## config.mk

```make
export PLATFORM = sky130hd
export DESIGN_NAME = uart_tx_feeder
export DESIGN_NICKNAME = d
export VERILOG_FILES = /design/src/rtl/definitions_pkg.sv /design/src/rtl/sync_fifo.sv /design/src/rtl/uart_tx_feeder.sv
export SDC_FILE = /design/constraint.sdc
export NUM_CORES = 1
export LEC_CHECK = 0
export ABC_AREA = 0
export BUFFER_PORTS_ARGS = -buffer_cell sky130_fd_sc_hd__buf_4
export CORE_ASPECT_RATIO = 1.1
export CORE_MARGIN = 5
export CORE_UTILIZATION = 60
export CTS_CLUSTER_DIAMETER = 80
export CTS_CLUSTER_SIZE = 12
export DETAILED_ROUTE_END_ITERATION = 8
export PLACE_DENSITY = 0.78
export SKIP_CTS_REPAIR_TIMING = 1
export SLEW_MARGIN = 20
export SYNTH_ARGS = -nofsm -noshare
export SYNTH_HDL_FRONTEND = slang
export SYNTH_SLANG_ARGS = --single-unit
```

## constraint.sdc

```tcl
create_clock -name clk -period 2.8 [get_ports clk]
set_input_delay 0.14 -clock clk [delete_from_list [all_inputs] [get_ports clk]]
set_output_delay 0.14 -clock clk [all_outputs]
set_load 0.005 [all_outputs]
```

## src/rtl/definitions_pkg.sv

```systemverilog
// Shared UART definitions: transmitter oversampling factor, feeder FIFO depth and feeder FSM states.
package definitions_pkg;

   localparam int OVERSAMPLE    = 16;
   localparam int TX_FIFO_DEPTH = 16;

   typedef enum logic {
      IDLE = 1'b0,
      BUSY = 1'b1
   } feeder_state_t;

   function automatic int level_width(input int depth);
      return $clog2(depth) + 1;
   endfunction

endpackage

```

## src/rtl/sync_fifo.sv

```systemverilog
// Single-clock FIFO with wrapping pointers and a separate occupancy counter, so full and empty
// never alias. Push while full and pop while empty are ignored. The head is visible combinationally.
module sync_fifo
   import definitions_pkg::*;
#(
   parameter int DEPTH  = TX_FIFO_DEPTH,
   parameter int DATA_W = 8
)
(
   input  logic                     clk,
   input  logic                     rst,
   input  logic                     push,
   input  logic [DATA_W-1:0]        push_data,
   input  logic                     pop,
   output logic [DATA_W-1:0]        head,
   output logic [$clog2(DEPTH):0]   level,
   output logic                     full,
   output logic                     empty
);

   localparam int AW = $clog2(DEPTH);
   localparam logic [AW:0] LEVEL_FULL = DEPTH[AW:0];

   logic [DATA_W-1:0] mem [DEPTH];
   logic [AW-1:0]     wr_ptr;
   logic [AW-1:0]     rd_ptr;
   logic              do_push;
   logic              do_pop;

   assign full    = (level == LEVEL_FULL);
   assign empty   = (level == '0);
   assign do_push = push && !full;
   assign do_pop  = pop && !empty;
   assign head    = mem[rd_ptr];

   // Storage carries no reset; only the pointers and level decide what is valid.
   always_ff @(posedge clk) begin
      if (do_push) begin
         mem[wr_ptr] <= push_data;
      end
   end

   always_ff @(posedge clk) begin
      if (rst) begin
         wr_ptr <= '0;
         rd_ptr <= '0;
         level  <= '0;
      end else begin
         if (do_push) begin
            wr_ptr <= wr_ptr + 1'b1;
         end
         if (do_pop) begin
            rd_ptr <= rd_ptr + 1'b1;
         end
         case ({do_push, do_pop})
            2'b10:   level <= level + 1'b1;
            2'b01:   level <= level - 1'b1;
            default: level <= level;
         endcase
      end
   end

endmodule

```

## src/rtl/uart_tx_feeder.sv

```systemverilog
// Byte queue and launch controller in front of the UART transmitter: buffers host bytes and
// launches one frame per tx_done. Define UART_TX_FEEDER_OVF_EN to add the sticky ovf flag and ovf_clr.
module uart_tx_feeder
   import definitions_pkg::*;
#(
   parameter int DEPTH  = TX_FIFO_DEPTH,
   parameter int DATA_W = 8
)
(
   input  logic                     clk,
   input  logic                     rst,
   input  logic [DATA_W-1:0]        wr_data,
   input  logic                     wr_valid,
   output logic                     wr_ready,
   output logic [DATA_W-1:0]        tx_din,
   output logic                     tx_start,
   input  logic                     tx_done,
   output logic                     busy,
   output logic [$clog2(DEPTH):0]   level,
   output logic                     empty
`ifdef UART_TX_FEEDER_OVF_EN
   ,
   output logic                     ovf,
   input  logic                     ovf_clr
`endif
);

   feeder_state_t     state;
   logic              full;
   logic              launch;
   logic [DATA_W-1:0] head;

   sync_fifo #(
      .DEPTH  (DEPTH),
      .DATA_W (DATA_W)
   ) u_fifo (
      .clk       (clk),
      .rst       (rst),
      .push      (wr_valid),
      .push_data (wr_data),
      .pop       (launch),
      .head      (head),
      .level     (level),
      .full      (full),
      .empty     (empty)
   );

   assign wr_ready = !full;

   // A frame starts from IDLE as soon as data exists, or back-to-back on the transmitter's done pulse.
   assign launch = !empty && ((state == IDLE) || tx_done);

   always_ff @(posedge clk) begin
      if (rst) begin
         state    <= IDLE;
         tx_start <= 1'b0;
         tx_din   <= '0;
         busy     <= 1'b0;
      end else begin
         tx_start <= 1'b0;
         case (state)
            IDLE: begin
               if (launch) begin
                  tx_din   <= head;
                  tx_start <= 1'b1;
                  busy     <= 1'b1;
                  state    <= BUSY;
               end
            end
            BUSY: begin
               if (tx_done) begin
                  if (launch) begin
                     tx_din   <= head;
                     tx_start <= 1'b1;
                  end else begin
                     busy  <= 1'b0;
                     state <= IDLE;
                  end
               end
            end
            default: state <= IDLE;
         endcase
      end
   end

`ifdef UART_TX_FEEDER_OVF_EN
   always_ff @(posedge clk) begin
      if (rst || ovf_clr) begin
         ovf <= 1'b0;
      end else if (wr_valid && !wr_ready) begin
         ovf <= 1'b1;
      end
   end
`endif

endmodule

```

# Word-level counts from Yosys, hierarchy flattened
# Memory sizes are Yosys's and may differ from the RTL's. A register that Yosys moved wholly into a read port is not among the register bits.
# Cells that the tools add are included.
dict set report classes {
  addsub 4
  eq_ne 6
  n_mux 17
  bitwise_logic 1
  reduce_logical 9
}
# cell n
set ops {}
lappend ops {{8-bit 2-to-1 mux} 2}
lappend ops {{8-bit one-hot mux with 2 select lines} 1}
lappend ops {{5-bit one-hot mux with 2 select lines} 1}
lappend ops {{4-bit by 1-bit adder with 4-bit output, second input constant} 2}
lappend ops {{1-bit 2-to-1 mux} 8}
lappend ops {{4-bit 2-to-1 mux} 2}
lappend ops {{1-bit one-hot mux with 2 select lines} 3}
lappend ops {{5-bit by 1-bit adder with 5-bit output, second input constant} 1}
lappend ops {{5-bit equality test, second input constant} 1}
lappend ops {{5-bit zero test} 1}
lappend ops {{5-bit by 1-bit subtractor with 5-bit output, second input constant} 1}
lappend ops {{2-bit != test, second input constant} 2}
lappend ops {{1-bit logical AND} 3}
lappend ops {{3-bit AND reduction} 1}
lappend ops {{2-bit by 1-bit equality test with 1-bit output, second input constant} 1}
lappend ops {{2-bit equality test, second input constant} 1}
lappend ops {{1-bit zero test} 2}
lappend ops {{2-bit by 1-bit != test with 1-bit output, second input constant} 1}
lappend ops {{2-bit nonzero test} 1}
lappend ops {{1-bit logical OR} 1}
lappend ops {{1-bit NOT} 1}
dict set report totals {
  register_bits 24
  ramBits 128
  input_bits 12
  n_memories 1
}
# name words width read_ports rd_ports_with_merged_regs wr line
set memory_table {}
lappend memory_table {u_fifo.mem 16 8 1 1 1 sync_fifo.sv:24} ;# logic [DATA_W-1:0] mem [DEPTH];

# Longest topological paths before layout
# Gate-level depths: netlist of the first run.
dict set report depth {
  word_depth 6
  depth_mapped 11
}

# Hierarchy
# From an unflattened synthesis of the first run, not the netlist that was laid out.
dict set report unflattened {
  cells_unflattened 351
  hier_area_um2 6446.2
}
# module n_inst cells_per_inst area_each_um2
set by_module_without_submodules {}
lappend by_module_without_submodules {sync_fifo 1 305 5974.5}
lappend by_module_without_submodules {uart_tx_feeder 1 46 471.7}

# Worst setup path before layout of the first run
# Ideal clock, no wire load.
dict set report synth_timing {
  path_kind {register to register}
  from {register u_fifo.level[4]}
  to {register u_fifo.level[4]}
  arrival_ps 2480
  required_time_ps 2738
  slack_ps 258
  path_stages_with_launch 11
  path_buffers 2
  path_cell_list {dfxtp_1 buf_2 inv_1 a21boi_0 clkbuf_1 ha_1 ha_1 or4b_2 a21oi_1 a31oi_1 nand3_1}
}
dict set report synth_via {
  elab_chain_len 6
  elab_cells_between_ends 13
}
# item line
set synth_rtl {}
lappend synth_rtl {{start: declaration} sync_fifo.sv:16} ;# output logic [$clog2(DEPTH):0] level,
lappend synth_rtl {{start signal: assignment} sync_fifo.sv:56} ;# 2'b10: level <= level + 1'b1;
lappend synth_rtl {{start signal: assignment} sync_fifo.sv:57} ;# 2'b01: level <= level - 1'b1;
lappend synth_rtl {{start signal: assignment} sync_fifo.sv:58} ;# default: level <= level;
lappend synth_rtl {{5-bit zero test} sync_fifo.sv:31} ;# assign empty = (level == '0);
lappend synth_rtl {{1-bit zero test} {sync_fifo.sv:33, uart_tx_feeder.sv:51}}
lappend synth_rtl {{1-bit logical AND} uart_tx_feeder.sv:51} ;# assign launch = !empty && ((state == IDLE) || tx_done);
lappend synth_rtl {{1-bit logical AND} sync_fifo.sv:33} ;# assign do_pop = pop && !empty;
lappend synth_rtl {{2-bit by 1-bit equality test with 1-bit output / 2-bit equality test (equally long branches)} sync_fifo.sv:55} ;# case ({do_push, do_pop})
lappend synth_rtl {{5-bit one-hot mux with 2 select lines / 2-bit nonzero test (equally long branches)} n/a}
# Several ways; a longest one is shown, not always the timed one.
# A chain may end at the register's enable or synchronous reset.

# Final worst setup path of the first run
dict set report layout_timing {
  from {register u_fifo.level[1]}
  to {register u_fifo.level[4]}
}
# The elaborated chain is that of the path after synthesis.

==> flow_metrics.env, run 1 <==
export IMPL_status="completed"
export IMPL_fin_skew_ns=0.007532
export IMPL_diodes=0
export IMPL_clkSlewWorstSetupHoldPaths_ns=0.06
export IMPL_drt_wl_total_um=12680
export IMPL_hold_violations=0
export IMPL_grt_pass1_vias=3704
export IMPL_cts_made_buffers=17
export IMPL_start_util_pct=61.02
export IMPL_clock_sinks=156
export IMPL_coreArea_sq_um=10340
export IMPL_synth_edf_count=128
export IMPL_wire_per_inst_um=20.71
export IMPL_holdCritPathClass="in2reg"
export IMPL_dp_hpwl_um=8070
export IMPL_drive_above_1_share_pct=18.98
export IMPL_cts_tree="built"
export IMPL_worst_ep_arrival_time_ns=2.90
export IMPL_ys_ff_latch=156
export IMPL_postSynthAreaPerCell_sq_um=15.21
export IMPL_grt_util_all_layers_pct=21.51
export IMPL_rsz0062_at_grt="false"
export IMPL_port_buffers=28
export IMPL_power_density_nw_per_um2=924.9
export IMPL_synth_area_sq_um=6312
export IMPL_drtPass1Iterations=6
export IMPL_cts_root_buf="clkbuf_16"
export IMPL_worstPathCellList="nor4_4 > a21boi_1 > inv_1 > ha_2 > ha_1 > or4b_2 > a21oi_1 > a31oi_1 > nand3_1"
export IMPL_grt_pass1_wl_um=20280
export IMPL_synth_top_area_share_pct=60.89
export IMPL_syn_inst=415
export IMPL_synth_nets=436
export IMPL_tightest_slew_ns=0.7143
export IMPL_antenna_left=0
export IMPL_grt_max_degree=31
export IMPL_r2r_slack_ns=0.26
export IMPL_die_width_um=107.8
export IMPL_yosys_area_top_type="edfxtp_1"
export IMPL_yosysSeqAreaShare_pct=69.77
export IMPL_dp_slack_ns=0.2307
export IMPL_slowest_delay_ns=0.59
export IMPL_cp_max_fo=10
export IMPL_antenna_found_initial=0
export IMPL_yosysMostFrequentCell="edfxtp_1"
export IMPL_die_h_um=117.6
export IMPL_vias_per_cell=5.982
export IMPL_worst_setup_path_type="reg2reg"
export IMPL_ys_warn_count=0
export IMPL_fmax_ghz=0.3938
export IMPL_critPathSlowestCell="or4b_2"
export IMPL_synth_common_cells="128 x edfxtp_1, 67 x mux2i_1, 35 x nor2_1"
export IMPL_irDropWorstVdd_mv=0.6704
export IMPL_async_flop_share_pct=0
export IMPL_p_leak_nw=2.438
export IMPL_p_total_w=0.006773
export IMPL_maxSlewHeadroom_pct=52.21
export IMPL_dp_cells=579
export IMPL_vias=3661
export IMPL_start_kind="flop"
export IMPL_setup_ws_ns=0.2607
export IMPL_fin_crit_ns=2.539
export IMPL_cts_max_level=4
export IMPL_syn_to_final_growth_pct=16.02
export IMPL_pin_count=29
export IMPL_place_area_sq_um=6696
export IMPL_grt_ovfl_total=0
export IMPL_finalSetupTns_ns=0
export IMPL_final_cells=612
export IMPL_fp_dieArea_sq_um=12670
export IMPL_rows=39
export IMPL_period_share_pct=90.69
export IMPL_crit_required_ns=3.16
export IMPL_clock_latency_ns=0.42
export IMPL_drt_iter0_markers=302
export IMPL_end_kind="flop"
export IMPL_synth_flop_cell="edfxtp_1"
export IMPL_slew_violations=0
export IMPL_nNetsFinal=477
export IMPL_synth_area_leaders="edfxtp_1 61%, mux2i_1 11%, dfxtp_1 8.9%, o22ai_1 3.2%, nor2_1 2.1%"
export IMPL_place_congestion=0.8503
export IMPL_synthDistinctLibCells=45
export IMPL_setup_violations_final=0
export IMPL_maxCapViolCount=0
export IMPL_drc=0
export IMPL_cts_buffer_depth=2
export IMPL_stdcell_area_sq_um=7323
==> per-layer routing <==
| metal | global-route usage, % | share of wire (%) | wire [um] | vias to the layer above |
|---|---|---|---|---|
| met3 | 5.979 | 7.9 | 1000 | 26 |
| met1 | 26.98 | 40 | 5027 | 1794 |
| met4 | 10.97 | 3.3 | 414 | 0 |
| met2 | 34.06 | 49 | 6233 | 143 |
| met5 | 0 | 0 | 0 | - |
| li1 | - | - | - | 1698 |
==> final timing paths <==
kind | from | to | depth (start not counted)
worst max-delay path | u_fifo.level[1] | u_fifo.level[4] | 9
worst min-delay path | wr_data[5] | u_fifo.mem[1][5] | 1
worst max register to register | u_fifo.level[1] | u_fifo.level[4] | 9
worst min register to register | tx_din[1] | tx_din[1] | 2
==> stage by stage <==
stage          utilization [%]  hold WS (ns)
2_1_floorplan                -        0.2389
3_3_place_gp             64.73        0.3581
3_5_place_dp             64.73        0.3544
4_1_cts                  70.62      -0.08227
5_1_grt                  70.79       0.06078
6_report                 70.79       0.05966
==> registers in the layout (all words and copies together), names as in the netlist, named ones only <==
signal	count
u_fifo.mem	128
tx_din	8
u_fifo.level	5
u_fifo.rd_ptr	4
u_fifo.wr_ptr	4
busy	1
state	1
tx_start	1
==> cell usage in the layout, fill, tap and decap left out, types with 2 or more instances in the layout <==
cell	n
a211o_1	2
a211oi_1	7
a21oi_1	6
and3_1	2
buf_4	45
clkbuf_16	21
clkinv_4	3
dfxtp_1	27
edfxtp_1	128
ha_1	8
inv_1	6
inv_4	3
mux2i_1	67
nand2_1	9
nand2b_1	4
nand3_1	2
nand3b_1	3
nor2_1	35
nor3_1	5
nor4_1	8
o211ai_1	3
o21ai_0	2
o22ai_1	32
or3_1	2
or3b_1	3
xnor2_1	3
xor2_1	6
==> cell type report <==
cell class                      instances  area, sq um
Tap cell                              143        178.9
Clock inverter                          9        66.31
Clock buffer                           23        543.0
Sequential cell                       156         4408
Fill cell                             684         3022
Multi-Input combinational cell        228         1737
Timing Repair Buffer                   47        367.9
Inverter                                6        22.52
==> power by group <==
part	internal, W	switching (W)	total, W
clock network	0.00138	0.000889	0.00227
registers	0.00270	0.000168	0.00287
logic	0.000718	0.000922	0.00164
==> cells by family (layout without fill, tap and decap cells) <==
group                      Yosys count  in the layout  synth area share [%]
DFF                                156            156                 69.77
and+or+nand+nor                     80             80                 6.660
muxes                               67             67                 10.62
AOI/OAI and AO/OA                   63             63                 7.017
buffers and inverters               31             85                 2.894
adders and majority gates            9              9                 1.784
xor gates and xnor gates             9              9                 1.249
==> worst max-delay path, delay by kind of cell (launching register included) <==
family	cells	cell delay, ns
simple gates	3	1.10
buf+inv	1	0.09
fa+ha+maj	2	0.48
compound gates	3	0.39
flops	1	0.43
No activity file was read; power rests on OpenSTA's default activity.
==> run 2, diff against run 1 <==
--- a/config.mk
+++ b/config.mk
@@ -5,7 +5,7 @@
 export SDC_FILE = /design/constraint.sdc
 export NUM_CORES = 1
 export LEC_CHECK = 0
-export ABC_AREA = 0
+export ABC_AREA = 1
 export BUFFER_PORTS_ARGS = -buffer_cell sky130_fd_sc_hd__buf_4
 export CORE_ASPECT_RATIO = 1.1
 export CORE_MARGIN = 5
==> run 2 against run 1 <==
  * Core utilization decreased by 0.71 points
  * Largest power group unchanged
  * Wire length is 17% higher
  * Worst hold slack worse by 0.0048 ns
==> flow_metrics.env, run 2 <==
export IMPL_status="completed"
export IMPL_async_flop_share_pct=0
export IMPL_swShare_pct=32.61
export IMPL_slowest_delay_ns=0.46
export IMPL_cts_made_buffers=17
export IMPL_critPathSlowestCell="dfxtp_1"
export IMPL_cp_max_fo=20
export IMPL_critical_path_buf_inv_count=3
export IMPL_ys_warn_count=0
export IMPL_largest_reg_flops=128
export IMPL_start_util_pct=61.95
export IMPL_clock_latency_ns=0.42
export IMPL_drt_iter0_markers=567
export IMPL_power_density_nw_per_um2=949.2
export IMPL_grt_max_degree=65
export IMPL_grt_pass1_vias=4490
export IMPL_drive_above_1_share_pct=9.904
export IMPL_synthDistinctLibCells=30
export IMPL_p_clk_share_pct=34.0
export IMPL_rsz0062_at_grt="false"
export IMPL_synth_top_area_share_pct=56.35
export IMPL_start_kind="flop"
export IMPL_nNetsFinal=735
export IMPL_yosys_area_top_type="edfxtp_1"
export IMPL_syn_to_final_growth_pct=13.11
export IMPL_clkSlewWorstSetupHoldPaths_ns=0.06
export IMPL_die_h_um=121.8
export IMPL_hold_violations=0
export IMPL_cts_buffer_depth=2
export IMPL_synth_common_cells="232 x nand2_1, 128 x edfxtp_1, 95 x inv_1"
export IMPL_die_width_um=111.7
export IMPL_clock_sinks=156
export IMPL_synth_edf_count=128
export IMPL_yosysSeqAreaShare_pct=64.56
export IMPL_worst_setup_path_type="reg2reg"
export IMPL_fill_cells=827
export IMPL_dp_hpwl_um=9206
export IMPL_critPathMostFrequentCell="nand2_1"
export IMPL_antenna_left=0
export IMPL_diodes=0
export IMPL_p_sw_w=0.002389
export IMPL_yosysMostFrequentCell="nand2_1"
export IMPL_maxSlewHeadroom_pct=30.26
export IMPL_port_buffers=28
export IMPL_drtPass1Iterations=5
export IMPL_end_kind="flop"
export IMPL_cts_tree="built"
export IMPL_setup_violations_final=0
export IMPL_grt_util_all_layers_pct=22.83
export IMPL_finalSetupTns_ns=0
export IMPL_grt_ovfl_total=0
export IMPL_irDropWorstVdd_mv=0.6423
export IMPL_multi_input_area_sq_um=1857
export IMPL_seqPwrFrac_pct=38.1
export IMPL_period_share_pct=86.06
export IMPL_fmax_ghz=0.4150
export IMPL_drt_wl_total_um=14880
export IMPL_crit_required_ns=3.15
export IMPL_vias_per_cell=5.450
export IMPL_drc=0
export IMPL_internal_power_w=0.004935
export IMPL_postSynthAreaPerCell_sq_um=9.858
export IMPL_fin_crit_ns=2.410
export IMPL_tightest_slew_ns=1.045
export IMPL_holdCritPathClass="in2reg"
export IMPL_grt_pass1_wl_um=23520
export IMPL_wire_per_inst_um=17.02
export IMPL_antenna_found_initial=0
export IMPL_synth_nets=713
export IMPL_cts_root_buf="clkbuf_16"
export IMPL_syn_inst=692
export IMPL_reg_largest_list="u_fifo.mem (128), tx_din (8), u_fifo.level (5)"
export IMPL_vias=4763
export IMPL_synth_flop_cell="edfxtp_1"
export IMPL_pin_count=29
export IMPL_coreArea_sq_um=11010
export IMPL_place_congestion=0.9033
export IMPL_ys_ff_latch=156
export IMPL_synth_area_sq_um=6822
export IMPL_crit_family="simple AND/OR/NAND/NOR gates"
export IMPL_p_leak_nw=3.337
export IMPL_cts_max_level=4
export IMPL_final_common_cell="nand2_1"
export IMPL_synth_area_leaders="edfxtp_1 56%, nand2_1 13%, dfxtp_1 8.2%, nand3_1 6.9%, inv_1 5.2%"
export IMPL_seqCellArea_sq_um=4405
export IMPL_max_flop_register="u_fifo.mem"
export IMPL_fin_skew_ns=0.006951
export IMPL_fp_dieArea_sq_um=13600
export IMPL_maxCapViolCount=0
export IMPL_dp_slack_ns=0.4867
export IMPL_slew_violations=0
export IMPL_setup_ws_ns=0.3904
export IMPL_rows=40
export IMPL_worst_ep_arrival_time_ns=2.76
export IMPL_p_comb_share_pct=27.9
export IMPL_worstPathCellList="inv_1 > nand4_2 > nand2_4 > inv_4 > ha_1 > xor2_1 > ha_1 > inv_1 > nand2_1 > nand3_1 > nand2_1 > nand2_1 > nand2_1 > nand2_1 > a21oi_1"
export IMPL_final_cell_mix="232 x nand2_1, 128 x edfxtp_1, 95 x inv_1"
-- run 2: changes by cell type in the layout (fill, tap and decap cells not counted), sizes merged, moves of 6 or more --
| cell | before | now |
|---|---|---|
| a211oi | 8 | 2 |
| buf | 46 | 32 |
| inv | 10 | 100 |
| mux2i | 67 | 0 |
| nand2 | 9 | 235 |
| nand3 | 2 | 94 |
| nor4 | 9 | 0 |
| o22ai | 32 | 0 |
-- run 2: kinds of logic (layout without fill, tap and decap cells) --
logic type | Yosys count | count (layout) | share of synthesized area [%]
and+or+nand+nor | 376 | 376 | 23.33
DFF | 156 | 156 | 64.56
buffers and inverters | 127 | 162 | 8.217
AOI/OAI and AO/OA | 18 | 18 | 1.467
adders and majority gates | 9 | 9 | 1.651
xor gates and xnor gates | 6 | 6 | 0.7704
-- run 2: power by group through the flow --
stage                     Clock, W  Sequential [W]  Combinational [W]
after floorplan                  0         0.00282            0.00147
after global placement           0         0.00282            0.00196
after detailed placement         0         0.00283            0.00203
after CTS                  0.00251         0.00279            0.00205
after global routing       0.00261         0.00280            0.00227
final                      0.00249         0.00279            0.00204
-- run 2: path summary, 6_finish.rpt --
kind              depth (start not counted)  slack (ns)       startpoint           endpoint
setup / recovery                         15        0.39  u_fifo.level[4]    u_fifo.level[4]
hold / removal                            1        0.05       wr_data[2]  u_fifo.mem[14][2]
setup reg to reg                         15        0.39  u_fifo.level[4]    u_fifo.level[4]
hold reg to reg                           2        0.50             busy               busy
-- run 2: layer usage --
layer  global-route usage [%]  wire length, um  vias up
li1                         -                -     2269
met1                    28.44             5636     2230
met2                    38.01             7628      230
met3                    6.110             1225       34
met4                    9.506              384        0
met5                        0                0        -
-- run 2: cell type report --
cell class,count,share of cell area [%]
Tap cell,147,2.384
Clock buffer,18,5.562
Inverter,98,4.800
Multi-Input combinational cell,409,24.06
Sequential cell,156,57.09
Timing Repair Buffer,32,3.275
Clock inverter,14,2.821
-- run 2: worst reg2reg max path: cells and delay by family, from the launching register on --
family          cells  cell delay (ns)
xor+xnor            1             0.23
simple gates        8             0.70
compound gates      1             0.13
buf+inv             3             0.31
fa+ha+maj           2             0.51
flops               1             0.46
-- run 2: stage by stage --
step,util [%],power [W],std cells,hold slack (ns),instance area (sq um)
finish,70.08,0.007324,874,0.05482,7716
global placement,64.20,0.004783,842,0.4802,7069
global route,70.08,0.007680,874,0.05320,7716
detailed placement,64.20,0.004857,842,0.4865,7069
CTS,70.08,0.007344,874,0.05036,7716
floorplan,-,0.004284,692,0.2389,6822
